==> src/rtl/master_bridge_fifo_wr_arbiter_if.sv <==
// Bundle between packet sources, the write arbiter and the async FIFO write port.
// The master modport is the arbiter side; the slave modport is the sources/FIFO side.
interface master_bridge_fifo_wr_arbiter_if #(
  parameter int NUM_REQ    = 4,
  parameter int DATA_WIDTH = 64,
  parameter int IDW        = 2
);
  logic [NUM_REQ-1:0]            req_valid;
  logic [NUM_REQ-1:0]            req_last;
  logic [NUM_REQ*DATA_WIDTH-1:0] req_data;
  logic [NUM_REQ-1:0]            req_ready;
  logic                          wr_full;
  logic                          wr_inc;
  logic [DATA_WIDTH-1:0]         wr_data;
  logic [IDW-1:0]                gnt_id;
  logic                          busy;

  modport master (
    input  req_valid, req_last, req_data, wr_full,
    output req_ready, wr_inc, wr_data, gnt_id, busy
  );

  modport slave (
    output req_valid, req_last, req_data, wr_full,
    input  req_ready, wr_inc, wr_data, gnt_id, busy
  );
endinterface

==> src/rtl/master_bridge_fifo_wr_arbiter.sv <==
// Packet-granular round-robin scheduler for the master-bridge async FIFO write port.
// Optional MB_WR_ARB_PRIO_EN: requester 0 wins every IDLE arbitration it requests.
module master_bridge_fifo_wr_arbiter #(
  parameter int NUM_REQ    = 4,
  parameter int DATA_WIDTH = 64,
  parameter int IDW        = 2
) (
  input  logic                           W_CLK,
  input  logic                           W_RST,
  master_bridge_fifo_wr_arbiter_if.master bus
);

  typedef enum logic {IDLE, XFER} state_t;

  state_t               state;
  state_t               state_nxt;
  logic [IDW-1:0]       gnt_id_q;
  logic [IDW-1:0]       rr_ptr;
  logic                 busy_q;
  logic [IDW-1:0]       winner;
  logic [IDW-1:0]       idx;
  logic                 found;
  logic                 sel_valid;
  logic                 sel_last;
  logic [NUM_REQ-1:0]   req_ready_c;
  logic                 wr_inc_c;
  logic [DATA_WIDTH-1:0] wr_data_c;

  // Arbitration: scan upward from the slot after the last winner.
  always_comb begin
    winner = '0;
    found  = 1'b0;
    idx    = rr_ptr;
`ifdef MB_WR_ARB_PRIO_EN
    if (bus.req_valid[0]) begin
      found = 1'b1;
    end else begin
      for (int k = 1; k < NUM_REQ; k++) begin
        idx = (idx >= IDW'(NUM_REQ-1) || idx == '0) ? IDW'(1) : idx + IDW'(1);
        if (!found && bus.req_valid[idx]) begin
          winner = idx;
          found  = 1'b1;
        end
      end
    end
`else
    for (int k = 0; k < NUM_REQ; k++) begin
      idx = (idx == IDW'(NUM_REQ-1)) ? '0 : idx + IDW'(1);
      if (!found && bus.req_valid[idx]) begin
        winner = idx;
        found  = 1'b1;
      end
    end
`endif
  end

  always_ff @(posedge W_CLK) begin
    if (W_RST) begin
      state    <= IDLE;
      gnt_id_q <= '0;
      rr_ptr   <= IDW'(NUM_REQ-1);
      busy_q   <= 1'b0;
    end else begin
      state <= state_nxt;
      if (state == IDLE && found) begin
        gnt_id_q <= winner;
        busy_q   <= 1'b1;
`ifdef MB_WR_ARB_PRIO_EN
        if (winner != '0) rr_ptr <= winner;
`else
        rr_ptr <= winner;
`endif
      end else if (state == XFER && wr_inc_c && sel_last) begin
        busy_q <= 1'b0;
      end
    end
  end

  always_comb begin
    state_nxt = state;
    case (state)
      IDLE:    if (found) state_nxt = XFER;
      XFER:    if (wr_inc_c && sel_last) state_nxt = IDLE;
      default: state_nxt = IDLE;
    endcase
  end

  // Outputs: the granted source is muxed straight onto the FIFO write port.
  always_comb begin
    req_ready_c = '0;
    wr_inc_c    = 1'b0;
    wr_data_c   = '0;
    sel_valid   = 1'b0;
    sel_last    = 1'b0;
    for (int i = 0; i < NUM_REQ; i++) begin
      if (gnt_id_q == IDW'(i)) begin
        sel_valid = bus.req_valid[i];
        sel_last  = bus.req_last[i];
        wr_data_c = bus.req_data[i*DATA_WIDTH +: DATA_WIDTH];
      end
    end
    if (state == XFER && !W_RST) begin
      for (int i = 0; i < NUM_REQ; i++)
        req_ready_c[i] = (gnt_id_q == IDW'(i)) && !bus.wr_full;
      wr_inc_c = sel_valid && !bus.wr_full;
    end
  end

  assign bus.req_ready = req_ready_c;
  assign bus.wr_inc    = wr_inc_c;
  assign bus.wr_data   = wr_data_c;
  assign bus.gnt_id    = gnt_id_q;
  assign bus.busy      = busy_q;

endmodule
==> src/flat_wrapper.sv <==
// flat-port wrapper written by rule: the top's interface ports become plain ports
module master_bridge_fifo_wr_arbiter_flat 
#(
  parameter int NUM_REQ    = 4,
  parameter int DATA_WIDTH = 64,
  parameter int IDW        = 2
)
  (W_CLK, W_RST, bus_req_valid, bus_req_last, bus_req_data, bus_wr_full, bus_req_ready, bus_wr_inc, bus_wr_data, bus_gnt_id, bus_busy);
  master_bridge_fifo_wr_arbiter_if #(.NUM_REQ(NUM_REQ), .DATA_WIDTH(DATA_WIDTH), .IDW(IDW)) bus_i ();
  input  logic W_CLK;
  input  logic W_RST;
  input wire logic [$bits(bus_i.req_valid)-1:0] bus_req_valid;
  input wire logic [$bits(bus_i.req_last)-1:0] bus_req_last;
  input wire logic [$bits(bus_i.req_data)-1:0] bus_req_data;
  input wire logic [$bits(bus_i.wr_full)-1:0] bus_wr_full;
  output wire logic [$bits(bus_i.req_ready)-1:0] bus_req_ready;
  output wire logic [$bits(bus_i.wr_inc)-1:0] bus_wr_inc;
  output wire logic [$bits(bus_i.wr_data)-1:0] bus_wr_data;
  output wire logic [$bits(bus_i.gnt_id)-1:0] bus_gnt_id;
  output wire logic [$bits(bus_i.busy)-1:0] bus_busy;
  assign bus_i.req_valid = bus_req_valid;
  assign bus_i.req_last = bus_req_last;
  assign bus_i.req_data = bus_req_data;
  assign bus_i.wr_full = bus_wr_full;
  assign bus_req_ready = bus_i.req_ready;
  assign bus_wr_inc = bus_i.wr_inc;
  assign bus_wr_data = bus_i.wr_data;
  assign bus_gnt_id = bus_i.gnt_id;
  assign bus_busy = bus_i.busy;
  master_bridge_fifo_wr_arbiter #(.NUM_REQ(NUM_REQ), .DATA_WIDTH(DATA_WIDTH), .IDW(IDW)) u_core (.W_CLK(W_CLK), .W_RST(W_RST), .bus(bus_i));
endmodule
==> config.mk <==
export PLATFORM = sky130hd
export DESIGN_NAME = master_bridge_fifo_wr_arbiter_flat
export DESIGN_NICKNAME = d
export VERILOG_FILES = /design/src/rtl/master_bridge_fifo_wr_arbiter_if.sv /design/src/rtl/master_bridge_fifo_wr_arbiter.sv /design/src/flat_wrapper.sv
export SDC_FILE = /design/constraint.sdc
export NUM_CORES = 1
export LEC_CHECK = 0
export ABC_AREA = 1
export BUFFER_PORTS_ARGS = -buffer_cell sky130_fd_sc_hd__buf_2
export CAP_MARGIN = 20
export CORE_AREA = 3 3 129 131
export DETAILED_ROUTE_END_ITERATION = 7
export DIE_AREA = 0 0 132 134
export PLACE_DENSITY_LB_ADDON = 0.08
export SLEW_MARGIN = 25
export SYNTH_ARGS = -nofsm -noshare
export SYNTH_HDL_FRONTEND = slang
export SYNTH_SLANG_ARGS = --single-unit
export TNS_END_PERCENT = 30
==> constraint.sdc <==
create_clock -name W_CLK -period 1.51 [get_ports W_CLK]
set_input_delay 0.0755 -clock W_CLK [delete_from_list [all_inputs] [get_ports W_CLK]]
set_output_delay 0.0755 -clock W_CLK [all_outputs]
set_load 0.1 [all_outputs]
After elaboration in Yosys (flattened, before gate mapping)
Cells that the tools add are included.
- bits in registers: 6
- input bits: 267
- word-level logic and storage cells: 79
- muxes and demuxes: 39
- equal/unequal tests: 7
- reduce and logical (&&, ||, !) cells: 20
- bitwise operators: 1
- add/sub/neg operators: 4
- magnitude comparators: 4
- operators by type and width (kind ; number):
    $mux 64 ; 4
    $mux 1 ; 21
    $mux 2 ; 8
    $logic_and 1x1->1 ; 13
    $eq 2x2->1 const B ; 6
    $lt 2x3->1 const B ; 4
    $add 2x1->2 const B ; 4
    $bmux 1 s2 ; 4
    $logic_not 1->1 ; 5
    $mux 4 ; 1
    $eq 2x1->1 const B ; 1
    $logic_not 2->1 ; 1
    $pmux 1 s2 ; 1
    $reduce_bool 2->1 ; 1
    $not 1->1 ; 1

Depth between registers and ports, before layout
Gate-level depths: netlist of the first run.
- depth in word-level cells: 16
- depth in mapped cells: 13
- gate-level depth less buffers: 13

Worst setup path after synthesis of the first run
OpenSTA, ideal clock, no wires.
- path type: reg-to-reg
- start point: reg u_core.gnt_id_q[1] (netlist: u_core.bus.gnt_id[1])
- end point: reg u_core.busy_q (netlist: u_core.bus.busy)
- arrival: 3777 ps
- data required time: 1394 ps
- slack: -2383 ps
- clock period less this slack: 3893 ps
- stages on the path, launching flop included: 9
- library setup time: 116 ps
- path through: dfxtp_1 clkbuf_1 nand2_1 nor2_1 nand2_1 nand2_1 nand2_1 nand3_1 nand2_1
- longest elaborated chain between the ends: 10
- ends and longest elaborated chain (item ; RTL line ; text):
    start, declared ; master_bridge_fifo_wr_arbiter.sv:17 ; logic [IDW-1:0] gnt_id_q;
    start signal, assigned ; master_bridge_fifo_wr_arbiter.sv:66 ; gnt_id_q <= winner;
    $logic_not 2->1 ; master_bridge_fifo_wr_arbiter.sv:96 ; if (gnt_id_q == IDW'(i)) begin
    $mux 1 (3 in series) ; master_bridge_fifo_wr_arbiter.sv:96 ;
    $mux 1 * ; master_bridge_fifo_wr_arbiter.sv:96 ;
    $logic_and 1x1->1 * ; master_bridge_fifo_wr_arbiter.sv:105 ; wr_inc_c = sel_valid && !bus.wr_full;
    $mux 1 * ; master_bridge_fifo_wr_arbiter.sv:102 ; if (state == XFER && !W_RST) begin
    net bus_wr_inc ; flat_wrapper.sv:17 ; output wire logic [$bits(bus_i.wr_inc)-1:0] bus_wr_inc;
    $logic_and 1x1->1 * (2 in series) ; master_bridge_fifo_wr_arbiter.sv:73 ; end else if (state == XFER && wr_inc_c && sel_last) begin
    $reduce_bool 2->1 (no source line) * ; n/a ;
    end signal, assigned ; master_bridge_fifo_wr_arbiter.sv:62 ; busy_q <= 1'b0;
    end signal, assigned ; master_bridge_fifo_wr_arbiter.sv:67 ; busy_q <= 1'b1;
    end signal, assigned ; master_bridge_fifo_wr_arbiter.sv:74 ; busy_q <= 1'b0;
    end, declared ; master_bridge_fifo_wr_arbiter.sv:19 ; logic busy_q;
Mark *: on every way through the listed nets, which the timed path passes. The rest lies on a longest branch.
A chain may end at the register's enable or synchronous reset.

Worst setup path after layout of the first run
- start point: reg u_core.gnt_id_q[0] (netlist: u_core.bus.gnt_id[0])
- end point: out bus_wr_data[35]
- longest elaborated chain between the ends: 5
- ends and longest elaborated chain (item ; RTL line ; text):
    $logic_not 2->1 ; master_bridge_fifo_wr_arbiter.sv:96 ;
    $mux 64 (3 in series) ; master_bridge_fifo_wr_arbiter.sv:96 ;
    $mux 64 * ; master_bridge_fifo_wr_arbiter.sv:96 ;
    end, declared ; flat_wrapper.sv:18 ; output wire logic [$bits(bus_i.wr_data)-1:0] bus_wr_data;
Every way passes the cells marked *; elsewhere a longest branch is shown, timed or not.

==> results.toml, run 1 <==
[run_status]
run_status = "finished with violations"
violations = "negative setup slack"

[setup_path]
r2r_end = "u_core.bus.gnt_id[0]"
crit_path_start = "u_core.bus.gnt_id[0]"
rrSetupSlack_ns = -0.11
path_class = "flip-flop to output pin"
cp-endpoint = "bus_wr_data[35]"
r2r_start = "u_core.rr_ptr[1]"
cp-end-kind = "output pin"
cp-start-kind = "flip-flop"
critPathArrivalTime_ns = 1.57
critPathRequiredTime_ns = 1.43
crit_path_max_fanout = 14
ff2ff_path_depth = 11

[die]
core_sq_mm = 0.0157
die_area_sq_mm = 0.0177
core.rowCount = 46
io_pins = 339
die_x_um = 132
initial_utilization_pct = 13.5
die_h_um = 134

[clocking]
cts_buffers = 3
clk_latency_ns = 0.23
clk_pin_slew_ns = 0.04
ctsHoldBuffers = 0
clock_path_buffers = 2
clock_sinks = 6
cts_tree = "yes"
cts-htree-levels = 1
clockRootBuffer = "clkbuf_16"

[worst_hold_path]
holdCritPathClass = "input pin to flip-flop"

[grt]
use_met3_pct = 3.08
antenna_found_initial = 1
use_met1_pct = 20.1
grt_pass1_vias = 4535
grt_usage_pct = 18.0
top_usage_layer = "met2"
grt_overflow = 0
gr-usage-met2_pct = 34.9
grt_max_degree = 38
grt_pass1_wl_um = 25500

[yosys]
ys_types = 23
ys_seq_area_share_pct = 5.67
syn_avg_cell_area_sq_um = 4.56
synth_warnings = 0
synth_area_sq_mm = 0.00212
synth_nets = 732
synth_cells = 464
ys_ff_latch = 6

[job]
drv_cap = 0

[detailed_routing]
dr.pass1.iters = 4
ant_nets = 0
wl_per_cell_um = 17.1
drtIter0Drc = 161
vias = 4557
routed_wl_um = 17700
vias_per_cell = 4.39
drc_errors = 0

[sta]
maxSlewHeadroom_pct = 67.1
grt_setup_unrepaired = "yes"
fin_crit_sh_pct = 109
post-route-min-period_ns = 1.65
final-max-slew-violation-count = 0
setup_viol = 71
fin_worst_skew_ns = 0.00481
fin_ws_ns = -0.136
tightest_slew_ns = 0.497
fmax_mhz = 607
hold_viol_final = 0

[placement]
place_congestion = 0.818
placed_cells = 1014
numPortBuffers = 338
dpl.hpwl_um = 13500

[final_layout]
final_cells = 1038
num-nets-final = 1090
drive_gt1_share_pct = 57.1
fillCellCount = 1713
finish.utilization_pct = 39.0
area_delta_synth_final_pct = 189

[power_and_ir_drop]
leakagePower_nw = 3.06
power_w = 0.0194
max-vdd-ir-drop_mv = 1.40
p_per_area_mw_per_mm2 = 3160
==> worst min-delay path by stage <==
stage / start / end / slack (ns) / cells past startpoint
finish: W_RST / u_core.bus.gnt_id[0] / 0.06 / 2
global route: W_RST / u_core.bus.gnt_id[0] / 0.07 / 2
CTS: W_RST / u_core.bus.gnt_id[0] / 0.05 / 2
detailed placement: W_RST / u_core.bus.gnt_id[1] / 0.29 / 2
global placement: W_RST / u_core.bus.gnt_id[0] / 0.28 / 2
floorplan: W_RST / u_core.bus.gnt_id[0] / 0.13 / 1
==> layout make-up <==
type / count / area [sq um] / area share (%)
timing repair buffer: 381 / 3390 / 55.3
antenna: 1 / 2.50 / 0.0408
tap: 216 / 270 / 4.41
clock buffer: 4 / 78.8 / 1.29
inverter: 14 / 75.1 / 1.23
multi-input combinational: 416 / 2180 / 35.6
sequential: 6 / 130 / 2.12
==> cell usage after synthesis <==
library cell | count | share of area (%)
a21oi_1 | 5 | 1.2
buf_1 | 2 | 0.35
buf_2 | 14 | 3.3
buf_6 | 1 | 0.53
clkbuf_1 | 11 | 2.0
dfxtp_1 | 6 | 5.7
ha_1 | 1 | 0.59
inv_1 | 12 | 2.1
inv_2 | 2 | 0.35
nand2_1 | 305 | 54
nand2_2 | 8 | 2.4
nand3_1 | 11 | 2.6
nand3_2 | 1 | 0.47
nand4_1 | 65 | 19
nor2_1 | 8 | 1.4
nor2_2 | 2 | 0.59
nor3_1 | 1 | 0.24
o2111ai_1 | 1 | 0.41
o211ai_1 | 1 | 0.35
o21ai_0 | 4 | 0.95
o21ai_2 | 1 | 0.41
o21bai_2 | 1 | 0.53
o22ai_1 | 1 | 0.30
==> registers in the layout, summed over array words and instances, names as in the netlist <==
signal,count
u_core.bus.busy,1
u_core.bus.gnt_id,2
u_core.rr_ptr,2
u_core.state,1
==> cell families (layout without fill, tap and decap cells) <==
logic type,after synthesis,after routing,synth area share [%]
AO/OA/AOI/OAI,14,14,4.14
adder cells (fa/ha/maj),1,1,0.591
buffers and inverters,42,399,8.63
flip-flops,6,6,5.67
AND/OR/NAND/NOR,401,401,81.0
other,0,1,0
==> routing by layer <==
layer	vias to the layer above	wire, um
met3	29	1150
met5	-	0
met1	2076	6710
met2	214	9320
li1	2238	-
met4	0	561
==> cells in the final DEF (no fill, tap or decap), drive strengths merged <==
cell type and n:
o2111ai 1, a21oi 5, inv 13, o21bai 1
nand4 65, nor3 1, o211ai 1, nor2 10
ha 1, dfxtp 6, clkinv 1, buf 377
nand3 12, o22ai 1, diode 1, clkbuf 8
nand2 313, o21ai 5
==> stage by stage <==
step	setup TNS [ns]	area (sq um)	setup WS, ns	hold WS, ns
finish	-5.68	6130	-0.136	0.0645
global route	-9.63	6130	-0.201	0.0737
CTS	-5.93	5830	-0.124	0.0512
global placement	-0.618	5360	-0.127	0.284
floorplan	-38.94	2300	-0.588	0.135
detailed placement	-0.738	5360	-0.175	0.285
==> power by group <==
part           leakage, nW  total (W)  internal [W]  switching (W)
logic                 2.97     0.0186       0.00657         0.0120
registers           0.0510   0.000371      0.000251       0.000120
clock network       0.0382   0.000447      0.000351      0.0000962
==> critical path, cell delays in order, from the launching register on <==
cell and delay, ns:
dfxtp_4 0.34, buf_6 0.13, nand2_8 0.08, clkinv_8 0.08
buf_12 0.16, nand2_2 0.06, nand4_1 0.21, buf_12 0.25
==> repair_timing <==
action	in CTS	in global routing
gates cloned	5	4
gates resized for setup	53	50
pin swaps	25	17
setup buffers	9	2
setup endpoints to repair	71	74
No activity file was read; power rests on OpenSTA's default activity.
==> inputs of run 2 (changes only) <==
Settings changed: CELL_PAD_IN_SITES_DETAIL_PLACEMENT from default to 0, CELL_PAD_IN_SITES_GLOBAL_PLACEMENT from default to 2, CORE_AREA 3 3 129 131 to default, CORE_MARGIN from default to 3, CORE_UTILIZATION from default to 10, DIE_AREA 0 0 132 134 to default.
==> run 2 against run 1 <==
  * Total power down 1.9%
  * The run still ends with negative setup slack left
  * Clock skew down 0.0045 ns
  * Global-route usage down 3.6 points
  * Wire length up 9.3%
  * Register-to-register slack about the same
  * Final area down 0.61%
==> results.toml, run 2 (synthesized netlist as in run 1, its figures left out) <==
[setup_path]
crit_path_max_fanout = 16
r2r_start = "u_core.rr_ptr[0]"
rrSetupSlack_ns = -0.11
path_class = "flip-flop to output pin"
critPathMaxStageDelay_ns = 0.41
r2r_end = "u_core.bus.gnt_id[0]"
critPathArrivalTime_ns = 1.55
ff2ff_path_depth = 11
path_delay_family = "buffers and inverters"
cp_common_cell = "buf_12"
cp-end-kind = "output pin"
cp-start-kind = "flip-flop"
slowest_stage = "dfxtp_4"
crit_buf_inv = 4
critPathRequiredTime_ns = 1.43
cp_cell_sequence = "inv_4, nor2_4, buf_12, clkbuf_16, nand2_1, nand4_1, buf_12"

[grt]
grt_pass1_vias = 4365
grt_max_degree = 34
grt_usage_pct = 14.4
grt_pass1_wl_um = 25600
grt_overflow = 0
antenna_found_initial = 9

[clocking]
clk_latency_ns = 0.22
clock_sinks = 6
cts-htree-levels = 1
cts_tree = "yes"
clockRootBuffer = "clkbuf_16"
clk_pin_slew_ns = 0.03
clock_path_buffers = 2
cts_buffers = 3

[die]
die_h_um = 152
initial_utilization_pct = 10.3
io_pins = 339
die_area_sq_mm = 0.0230
die_x_um = 152
core.rowCount = 52
core_sq_mm = 0.0205

[power_and_ir_drop]
swShare_pct = 63.4
comb_power_share_pct = 95.9
leakagePower_nw = 3.03
p_sw_w = 0.0120
p_int_w = 0.00696
seq_power_share_pct = 1.9
max-vdd-ir-drop_mv = 0.924
p_per_area_mw_per_mm2 = 3120
clkPwrFrac_pct = 2.2

[detailed_routing]
drc_errors = 0
routed_wl_um = 19400
drtIter0Drc = 147
wl_per_cell_um = 17.8
dr.pass1.iters = 4
vias_per_cell = 4.13
vias = 4514
ant_nets = 0

[sta]
grt_setup_unrepaired = "yes"
post-route-min-period_ns = 1.63
fmax_mhz = 615
fin_worst_skew_ns = 0.000356
maxSlewHeadroom_pct = 66.9
hold_ws_ns = 0.0827
tightest_slew_ns = 0.500
final-max-slew-violation-count = 0
fin_crit_sh_pct = 108
fin_ws_ns = -0.117
hold_viol_final = 0
setup_viol = 70

[run_status]
run_status = "finished with violations"
violations = "negative setup slack"

[final_layout]
drive_gt1_share_pct = 55.9
multiInputGateArea_sq_mm = 0.00215
final_cells = 1092
ff_latch_area_sq_um = 130
num-nets-final = 1087
fillCellCount = 2290
area_delta_synth_final_pct = 188
final_cell_mix = "nand2_1 (271), buf_2 (269), buf_12 (77)"
final_common_cell = "nand2_1"

[worst_hold_path]
hold_end = "u_core.bus.gnt_id[1]"
whs_path_depth = 2
holdCritPathClass = "input pin to flip-flop"
min_from = "W_RST"

[placement]
place_congestion = 0.735
placed_cells = 1066
numPortBuffers = 338
dpl.hpwl_um = 15100

[job]
drv_cap = 0
[run 2: cell count changes in the layout (fill, tap and decap cells not counted), sizes merged]
cell and change:
diode +4, inv +1, clkinv -1, buf -5
clkbuf +1
[run 2: metrics by stage]
step | TNS (ns) | area (sq um) | setup WS (ns) | util [%] | power (W)
final | -5.11 | 6090 | -0.117 | 29.7 | 0.0190
after global routing | -9.45 | 6090 | -0.231 | 29.7 | 0.0198
after CTS | -4.77 | 5650 | -0.133 | 27.6 | 0.0180
after detailed placement | -1.09 | 5400 | -0.221 | 26.3 | 0.0169
after global placement | -0.837 | 5400 | -0.163 | 26.3 | 0.0169
after floorplan | -38.94 | 2300 | -0.588 | - | 0.0107
[run 2: final cells by class]
type / count / area share, %
Multi-Input combinational cell: 416 / 35.3
Clock buffer: 3 / 1.23
Inverter: 14 / 1.11
Timing Repair Buffer: 378 / 54.4
Sequential cell: 6 / 2.14
Antenna cell: 5 / 0.205
Tap cell: 270 / 5.55
[run 2: how the worst max path moves through the flow]
| stage | cells after the start | endpoint | start | slack (ns) |
|---|---|---|---|---|
| after floorplan | 6 | bus_wr_data[10] | u_core.bus.gnt_id[1] | -0.59 |
| after global placement | 11 | u_core.bus.gnt_id[0] | u_core.rr_ptr[0] | -0.16 |
| after detailed placement | 11 | u_core.bus.gnt_id[0] | u_core.rr_ptr[0] | -0.22 |
| after CTS | 11 | u_core.bus.gnt_id[1] | u_core.rr_ptr[1] | -0.13 |
| after global routing | 11 | u_core.bus.gnt_id[0] | u_core.rr_ptr[0] | -0.23 |
| final | 7 | bus_wr_data[40] | u_core.bus.gnt_id[0] | -0.12 |
[run 2: power groups by stage]
stage                     registers [W]  clock network (W)  logic (W)
final                          0.000363           0.000421     0.0182
after global routing           0.000374           0.000435     0.0190
after CTS                      0.000355           0.000429     0.0172
after detailed placement       0.000339                  0     0.0166
after global placement         0.000338                  0     0.0166
after floorplan                0.000549                  0     0.0101
[run 2: layer usage]
layer / global-route usage [%] / vias to the layer above / part of all wire, %
li1: - / 2238 / -
met1: 15.9 / 2049 / 37
met4: 2.47 / 8 / 1.2
met3: 3.54 / 20 / 8.7
met5: 0 / - / 0.30
met2: 28.0 / 199 / 53
[run 2: repair_timing]
action	in CTS	in global routing
resized for setup	27	61
pin swaps	27	38
buffers inserted	7	4
hold buffers	0	0
endpoints found under the setup margin	72	75
gates cloned	1	6
